**src/rtl/multicycle_control.sv**
```systemverilog
// rtl/multicycle_control.sv - main control FSM for the multicycle MIPS datapath
//
// Purpose:
//   Sequences fetch, decode, execute, memory access and writeback over
//   several clocks. Control outputs are Moore-decoded from the current state.
//   The only exception is the FETCH-state PC/IR load, which is qualified by
//   memReady. Every memory state waits on memReady, and a stall counter
//   bounds that wait.
//
// Ports:
//   clk, rst_n          clock, asynchronous active-low reset
//   opcode              instruction [31:26] from the instruction register
//   functionField       instruction [5:0] from the instruction register
//   zero                ALU zero flag (the branch gate lives in the datapath)
//   memReady            memory finished the current access this cycle
//   PCWrite/PCWriteCond unconditional / zero-gated PC load
//   IorD                memory address select (0 PC, 1 ALUOut)
//   MemRead/MemWrite    memory requests
//   IRWrite             instruction register load
//   MemtoReg/RegDst     writeback data / destination select
//   RegWrite            register file write enable
//   AluSrcA/AluSrcB     ALU operand selects
//   AluOp               to AluControl (00 add, 01 sub, 10 funct)
//   PCSource            PC source (00 ALU, 01 ALUOut, 10 jump target)
//   illegalOp           one-cycle pulse in DECODE on an unsupported opcode
//   memTimeout          sticky memory-wait timeout, cleared only by reset

module multicycle_control #(
  parameter int MEM_WAIT_MAX = 15,
  parameter int STATE_W      = 4
) (
  input  logic       clk,
  input  logic       rst_n,
  input  logic [5:0] opcode,
  input  logic [5:0] functionField,
  input  logic       zero,
  input  logic       memReady,
  output logic       PCWrite,
  output logic       PCWriteCond,
  output logic       IorD,
  output logic       MemRead,
  output logic       MemWrite,
  output logic       IRWrite,
  output logic       MemtoReg,
  output logic       RegDst,
  output logic       RegWrite,
  output logic       AluSrcA,
  output logic [1:0] AluSrcB,
  output logic [1:0] AluOp,
  output logic [1:0] PCSource,
  output logic       illegalOp,
  output logic       memTimeout
);

  localparam int CNT_W = $clog2(MEM_WAIT_MAX + 1);

  localparam logic [CNT_W-1:0] WAIT_MAX  = CNT_W'(MEM_WAIT_MAX);
  localparam logic [CNT_W-1:0] WAIT_LAST = CNT_W'(MEM_WAIT_MAX - 1);

  localparam logic [STATE_W-1:0] S_FETCH     = STATE_W'(0);
  localparam logic [STATE_W-1:0] S_DECODE    = STATE_W'(1);
  localparam logic [STATE_W-1:0] S_MEM_ADDR  = STATE_W'(2);
  localparam logic [STATE_W-1:0] S_MEM_READ  = STATE_W'(3);
  localparam logic [STATE_W-1:0] S_MEM_WB    = STATE_W'(4);
  localparam logic [STATE_W-1:0] S_MEM_WRITE = STATE_W'(5);
  localparam logic [STATE_W-1:0] S_EXECUTE   = STATE_W'(6);
  localparam logic [STATE_W-1:0] S_R_WB      = STATE_W'(7);
  localparam logic [STATE_W-1:0] S_BRANCH    = STATE_W'(8);
  localparam logic [STATE_W-1:0] S_JUMP      = STATE_W'(9);
  localparam logic [STATE_W-1:0] S_ADDI_EX   = STATE_W'(10);
  localparam logic [STATE_W-1:0] S_ADDI_WB   = STATE_W'(11);

  localparam logic [5:0] OP_R    = 6'b000000;
  localparam logic [5:0] OP_LW   = 6'b100011;
  localparam logic [5:0] OP_SW   = 6'b101011;
  localparam logic [5:0] OP_BEQ  = 6'b000100;
  localparam logic [5:0] OP_J    = 6'b000010;
  localparam logic [5:0] OP_ADDI = 6'b001000;

  logic [STATE_W-1:0] state_q, state_d;
  logic [CNT_W-1:0]   wait_cnt_q, wait_cnt_d;
  logic               mem_timeout_q, mem_timeout_d;

  logic stall;
  logic timeout_hit;
  logic op_legal;

  // The zero flag gates PCWriteCond inside the datapath; the FSM itself
  // never branches on it.
  logic unused_zero;
  assign unused_zero = zero;

  assign op_legal = (opcode == OP_R)  || (opcode == OP_LW)  ||
                    (opcode == OP_SW) || (opcode == OP_BEQ) ||
                    (opcode == OP_J)  || (opcode == OP_ADDI);

  // A stall is any cycle in a memory state that memory did not complete.
  assign stall = ((state_q == S_FETCH) || (state_q == S_MEM_READ) ||
                  (state_q == S_MEM_WRITE)) && !memReady;

  // This stall brings the counter to MEM_WAIT_MAX (or it is already
  // saturated there).
  assign timeout_hit = stall && (wait_cnt_q >= WAIT_LAST);

  // State register
  always_ff @(posedge clk or negedge rst_n) begin
    if (!rst_n) begin
      state_q       <= S_FETCH;
      wait_cnt_q    <= '0;
      mem_timeout_q <= 1'b0;
    end else begin
      state_q       <= state_d;
      wait_cnt_q    <= wait_cnt_d;
      mem_timeout_q <= mem_timeout_d;
    end
  end

  // Next-state logic
  always_comb begin
    state_d = S_FETCH;
    case (state_q)
      S_FETCH:     state_d = memReady ? S_DECODE : S_FETCH;
      S_DECODE: begin
        case (opcode)
          OP_LW, OP_SW: state_d = S_MEM_ADDR;
          OP_R:         state_d = S_EXECUTE;
          OP_BEQ:       state_d = S_BRANCH;
          OP_J:         state_d = S_JUMP;
          OP_ADDI:      state_d = S_ADDI_EX;
          default:      state_d = S_FETCH;
        endcase
      end
      S_MEM_ADDR: begin
        if (opcode == OP_LW) begin
          state_d = S_MEM_READ;
        end else if (opcode == OP_SW) begin
          state_d = S_MEM_WRITE;
        end else begin
          state_d = S_FETCH;
        end
      end
      S_MEM_READ:  state_d = memReady ? S_MEM_WB : S_MEM_READ;
      S_MEM_WB:    state_d = S_FETCH;
      S_MEM_WRITE: state_d = memReady ? S_FETCH : S_MEM_WRITE;
      // An all-zero funct is a nop: it skips the writeback.
      S_EXECUTE:   state_d = (functionField == 6'b000000) ? S_FETCH : S_R_WB;
      S_R_WB:      state_d = S_FETCH;
      S_BRANCH:    state_d = S_FETCH;
      S_JUMP:      state_d = S_FETCH;
      S_ADDI_EX:   state_d = S_ADDI_WB;
      S_ADDI_WB:   state_d = S_FETCH;
      default:     state_d = S_FETCH;
    endcase

    // A timed-out wait abandons the access and restarts at fetch.
    if (timeout_hit) begin
      state_d = S_FETCH;
    end
  end

  // Wait counter and sticky timeout flag
  always_comb begin
    wait_cnt_d    = wait_cnt_q;
    mem_timeout_d = mem_timeout_q | timeout_hit;
    if (state_d != state_q) begin
      wait_cnt_d = '0;
    end else if (stall && (wait_cnt_q != WAIT_MAX)) begin
      wait_cnt_d = wait_cnt_q + 1'b1;
    end
  end

  // Output decode. Everything is forced low while reset is asserted.
  // Without that, the FETCH reset state would drive MemRead during reset.
  always_comb begin
    PCWrite     = 1'b0;
    PCWriteCond = 1'b0;
    IorD        = 1'b0;
    MemRead     = 1'b0;
    MemWrite    = 1'b0;
    IRWrite     = 1'b0;
    MemtoReg    = 1'b0;
    RegDst      = 1'b0;
    RegWrite    = 1'b0;
    AluSrcA     = 1'b0;
    AluSrcB     = 2'b00;
    AluOp       = 2'b00;
    PCSource    = 2'b00;
    illegalOp   = 1'b0;
    memTimeout  = mem_timeout_q;
    if (rst_n) begin
      case (state_q)
        S_FETCH: begin
          MemRead = 1'b1;
          AluSrcB = 2'b01;
          PCWrite = memReady;
          IRWrite = memReady;
        end
        S_DECODE: begin
          AluSrcB   = 2'b11;
          illegalOp = !op_legal;
        end
        S_MEM_ADDR: begin
          AluSrcA = 1'b1;
          AluSrcB = 2'b10;
        end
        S_MEM_READ: begin
          MemRead = 1'b1;
          IorD    = 1'b1;
        end
        S_MEM_WB: begin
          RegWrite = 1'b1;
          MemtoReg = 1'b1;
        end
        S_MEM_WRITE: begin
          MemWrite = 1'b1;
          IorD     = 1'b1;
        end
        S_EXECUTE: begin
          AluSrcA = 1'b1;
          AluOp   = 2'b10;
        end
        S_R_WB: begin
          RegWrite = 1'b1;
          RegDst   = 1'b1;
        end
        S_BRANCH: begin
          AluSrcA     = 1'b1;
          AluOp       = 2'b01;
          PCWriteCond = 1'b1;
          PCSource    = 2'b01;
        end
        S_JUMP: begin
          PCWrite  = 1'b1;
          PCSource = 2'b10;
        end
        S_ADDI_EX: begin
          AluSrcA = 1'b1;
          AluSrcB = 2'b10;
        end
        S_ADDI_WB: begin
          RegWrite = 1'b1;
        end
        default: begin
          PCWrite = 1'b0;
        end
      endcase
    end
  end

endmodule

```
**config.mk**
```make
export PLATFORM = sky130hd
export DESIGN_NAME = multicycle_control
export DESIGN_NICKNAME = d
export VERILOG_FILES = /design/src/rtl/multicycle_control.sv
export SDC_FILE = /design/constraint.sdc
export NUM_CORES = 1
export LEC_CHECK = 0
export CORE_MARGIN = 2
export CORE_UTILIZATION = 48
export CTS_CLUSTER_DIAMETER = 150
export DETAILED_ROUTE_END_ITERATION = 8
export HOLD_SLACK_MARGIN = 0.03
export PLACE_DENSITY_LB_ADDON = 0.08
export SETUP_SLACK_MARGIN = 0.2
export SYNTH_ARGS = -nofsm -noshare
export SYNTH_HDL_FRONTEND = slang
export SYNTH_SLANG_ARGS = --single-unit
```
**constraint.sdc**
```tcl
create_clock -name clk -period 4.35 [get_ports clk]
set_input_delay 0.87 -clock clk [delete_from_list [all_inputs] [get_ports clk]]
set_output_delay 0.87 -clock clk [all_outputs]
set_load 0.01 [all_outputs]
```
Word-level counts from Yosys, hierarchy flattened. Index checks and enable logic that the tools add are counted.

Output and inout bits: 18. Flip-flop bits (word level): 9. Bits of input ports: 16. Logic and storage cells: 85.

Bitwise operators: 1. Multiplexer cells: 39. Eq/ne operators: 18. Reductions and logical operators: 22. Add/sub/neg operators: 1. Order comparisons: 1.

Operators with widths (number): $pmux W4 S7 (1); $mux W1 (22); $pmux W4 S5 (1); $eq A4 B3 Y1 const B (4); $eq A4 B4 Y1 const B (4); $mux W3 (5); $eq A6 B6 Y1 const B (2); $logic_not A6 Y1 (2); $mux W4 (3); $eq A4 B2 Y1 const B (2); $pmux W2 S2 (2); $reduce_or A2 Y1 (4); $logic_or A1 B1 Y1 (7); $eq A6 B2 Y1 const B (1); $eq A6 B3 Y1 const B (1); $eq A6 B4 Y1 const B (1); $mux W2 (3); $pmux W2 S3 (1); $add A4 B1 Y4 const B (1); $eq A4 B1 Y1 const B (1); $ge A4 B4 Y1 const B (1); $logic_not A4 Y1 (1); $ne A4 B4 Y1 (1); $ne A4 B4 Y1 const B (1); 7 further kinds (10).

Depth between registers and ports, before layout.
Depth in word-level cells: 9. Mapped depth: 8.

Worst setup path after synthesis. OpenSTA, ideal clock, no wires.

Path type: input -> output. From: in opcode[3]. To: out illegalOp. Path slack: 1.728 ns. Path buffers: 1. Data arrival time: 1.752 ns. Cell stages on the path: 5. Required time: 3.480 ns. Cells stage by stage: clkbuf_1 a21oi_1 o21ai_0 a21oi_1 nor4_1.

Cells in the longest elaborated chain, start to end: 9. Elaborated cells on any way between the ends: 14.

Ends and longest elaborated chain: start, declared (line 34) `input logic [5:0] opcode,`; $eq A6 B6 Y1 or $logic_not A6 Y1 (tied branches) (line 93) `assign op_legal = (opcode == OP_R) || (opcode == OP_LW) ||`; $logic_or A1 B1 Y1 (2 in a row) (line 93); $logic_or A1 B1 Y1 (2 in a row) (line 94) `(opcode == OP_SW) || (opcode == OP_BEQ) ||`; $logic_or A1 B1 Y1 * (line 95) `(opcode == OP_J) || (opcode == OP_ADDI);`; $logic_not A1 Y1 * (line 200) `illegalOp = !op_legal;`; $mux W1 * (line 191) `case (state_q)`; $mux W1 * (line 190) `if (rst_n) begin`; end, declared (line 51) `output logic illegalOp,`.

Mark *: on every way between the ends. The rest lies on a longest branch, timed or not.

Worst setup path in the final report. Same ends and word-level chain as after synthesis.

==> metrics.cfg <==
[status]
status = finished, final reports clean

[global_routing]
grt_pass1_vias = 960
grt_max_degree = 24
gr-total-overflow = 0
grt_pass1_wl_um = 4120
grtUsageTotal_pct = 20.7
antenna_found_initial = 0

[pwr]
leakagePower_nw = 0.515
switching_share_pct = 33.5
power.total_uw = 251
ir_drop_uv = 234
p_comb_share_pct = 33.2
seqPwrFrac_pct = 40.8
clockPowerShare_pct = 26.0
p_int_uw = 167
switching_power_uw = 84.1
power.density_mw_per_mm2 = 190

[worst_setup_path]
cp.required_ns = 3.48
cp_max_fo = 7
path_class = in -> out
rr_startpoint = state_q[0]
critPathLaunchType = primary input
r2r_slack_ns = 1.99
r2r-end = wait_cnt_q[0]
critPathCaptureType = output port
rr_worst_depth = 6
cp_data_arrival_time_ns = 2.64
crit_start = opcode[3]

[logic_synthesis]
syn_area_um2 = 995
synth_edf_count = 0
synthCells = 130
synth_cell_types = 47
syn_area_per_cell_um2 = 7.65
synth_nets = 148
async_reset_ff_share_pct = 100
synth_top_area_share_pct = 22.6
synthFlopType = dfrtp_1
yosysSeqAreaShare_pct = 22.6
synth_warnings = 0
synth_area_leaders = dfrtp_1 23%, nor2_1 5.7%, a21oi_1 5.0%
synth_seq_cells = 9
yosys.area.top_type = dfrtp_1

[sta]
finClkSkew_ns = 0.00493
final.setup.tns_ns = 0
post-route-min-period_ns = 3.51
maxSlewViolCount = 0
clock.fmax_mhz = 285
rsz0062_at_grt = no
timing.final.crit_share_pct = 80.8
tightest_slew_ns = 0.680
hold_slack_ns = 0.454
slew_headroom_pct = 54.7
hold_viol_final = 0
setup_violations = 0

[clock_tree]
cts_inserted_buffers = 3
cts_resized = 0
clk_path_buf_depth = 2
cts_tree = yes
root_buffer = clkbuf_4
cts.htree.levels = 1
hold_buffers = 0
path_clk_slew_ns = 0.06
clock-sinks = 9
post_cts.repair.setup_buffers = 0
worstSkewPairLatency_ns = 0.26

[placement]
portBuffers = 32
gp_congestion = 0.861
dpl.hpwl_um = 1810

[drt]
wl_per_cell_um = 13.2
drtIter0Drc = 24
drc = 0
antenna_left = 0
vias_per_cell = 5.69
first_pass_iters = 4
totalWireLength_um = 2400
via_count = 1036

[floorplanning]
coreArea_mm2 = 0.00196
die-area_mm2 = 0.00245
fp.dieH_um = 49.5
num_io_pins = 34
start_util_pct = 50.7
fp.dieW_um = 49.5
rows = 16

[hold_path]
min_path_type = reg -> reg
min_from = memTimeout
whs_endpoint = memTimeout
min_path_cells = 1

[cells_and_area]
num_antenna_cells = 0
most-common-layout-cells = 32 x clkdlybuf4s50_1, 15 x nor2_1, 10 x a21oi_1
syn_to_final_growth_pct = 33.0
layout_commonest_cell = clkdlybuf4s50_1
nets = 174
utilization_pct = 67.4
drive_gt1_share_pct = 7.74

[flow_run]
drv_cap = 0

-- per-layer routing --
metal / vias to the layer above / wire [um] / global-route usage (%)
met2: 38 / 1140 / 35.6
met1: 466 / 1080 / 26.0
met3: 2 / 157 / 6.36
li1: 530 / - / -
met4: 0 / 17 / 2.78
met5: - / 0 / 0
-- synth_stat cells (4+ instances only) --
library cell   n
nor2_1        15
nand3_1        4
dfrtp_1        9
a21oi_1       10
clkbuf_1       4
nand2_1        7
o21ai_0        4
nor3_1         9
nor4_1         6
inv_1          4
-- flip-flops by register name, summed over array words and instances (netlist names) --
signal / cells
memTimeout: 1
wait_cnt_q: 4
state_q: 4
-- power groups by stage --
stage / logic (mW) / clock network [mW] / registers (mW)
floorplan: 0.0553 / 0 / 0.0954
detailed placement: 0.0826 / 0 / 0.104
finish: 0.0834 / 0.0653 / 0.102
CTS: 0.0838 / 0.0665 / 0.102
global route: 0.0918 / 0.0703 / 0.104
global placement: 0.0810 / 0 / 0.103
-- layout make-up --
type | count | area [um^2]
Timing Repair Buffer | 33 | 328
Clock buffer | 4 | 26.3
Tap cell | 27 | 33.8
Multi-Input combinational cell | 105 | 694
Inverter | 4 | 15.0
Fill cell | 181 | 639
Sequential cell | 9 | 225
-- critical path: stages --
cell,delay (ns)
clkdlybuf4s50_1,0.62
a21oi_1,0.10
o21ai_0,0.15
a21oi_1,0.12
nor4_1,0.19
clkdlybuf4s50_1,0.59
-- cells by family (layout without fill, tap and decap cells) --
group                      after synthesis  in the layout  synth area share (%)
AOI/OAI and AO/OA                       33             33                  25.0
buffers and inverters                   16             41                  7.55
xor gates and xnor gates                 6              6                  6.04
and+or+nand+nor                         63             63                  35.2
adders and majority gates                2              2                  2.52
muxes                                    1              1                  1.01
DFF                                      9              9                  22.6
-- worst max path at each step --
stage / slack [ns] / end
CTS: 0.82 / illegalOp
finish: 0.84 / illegalOp
global route: 0.72 / illegalOp
floorplan: 1.73 / illegalOp
detailed placement: 0.83 / illegalOp
global placement: 0.86 / illegalOp
-- per-stage QoR --
step	instances	setup WS, ns	area [um^2]
6_report	182	0.837	1320
3_5_place_dp	178	0.827	1300
5_1_grt	182	0.719	1320
3_3_place_gp	178	0.864	1300
2_1_floorplan	130	1.73	995
4_1_cts	182	0.815	1320
(Power assumes the default switching activity.)
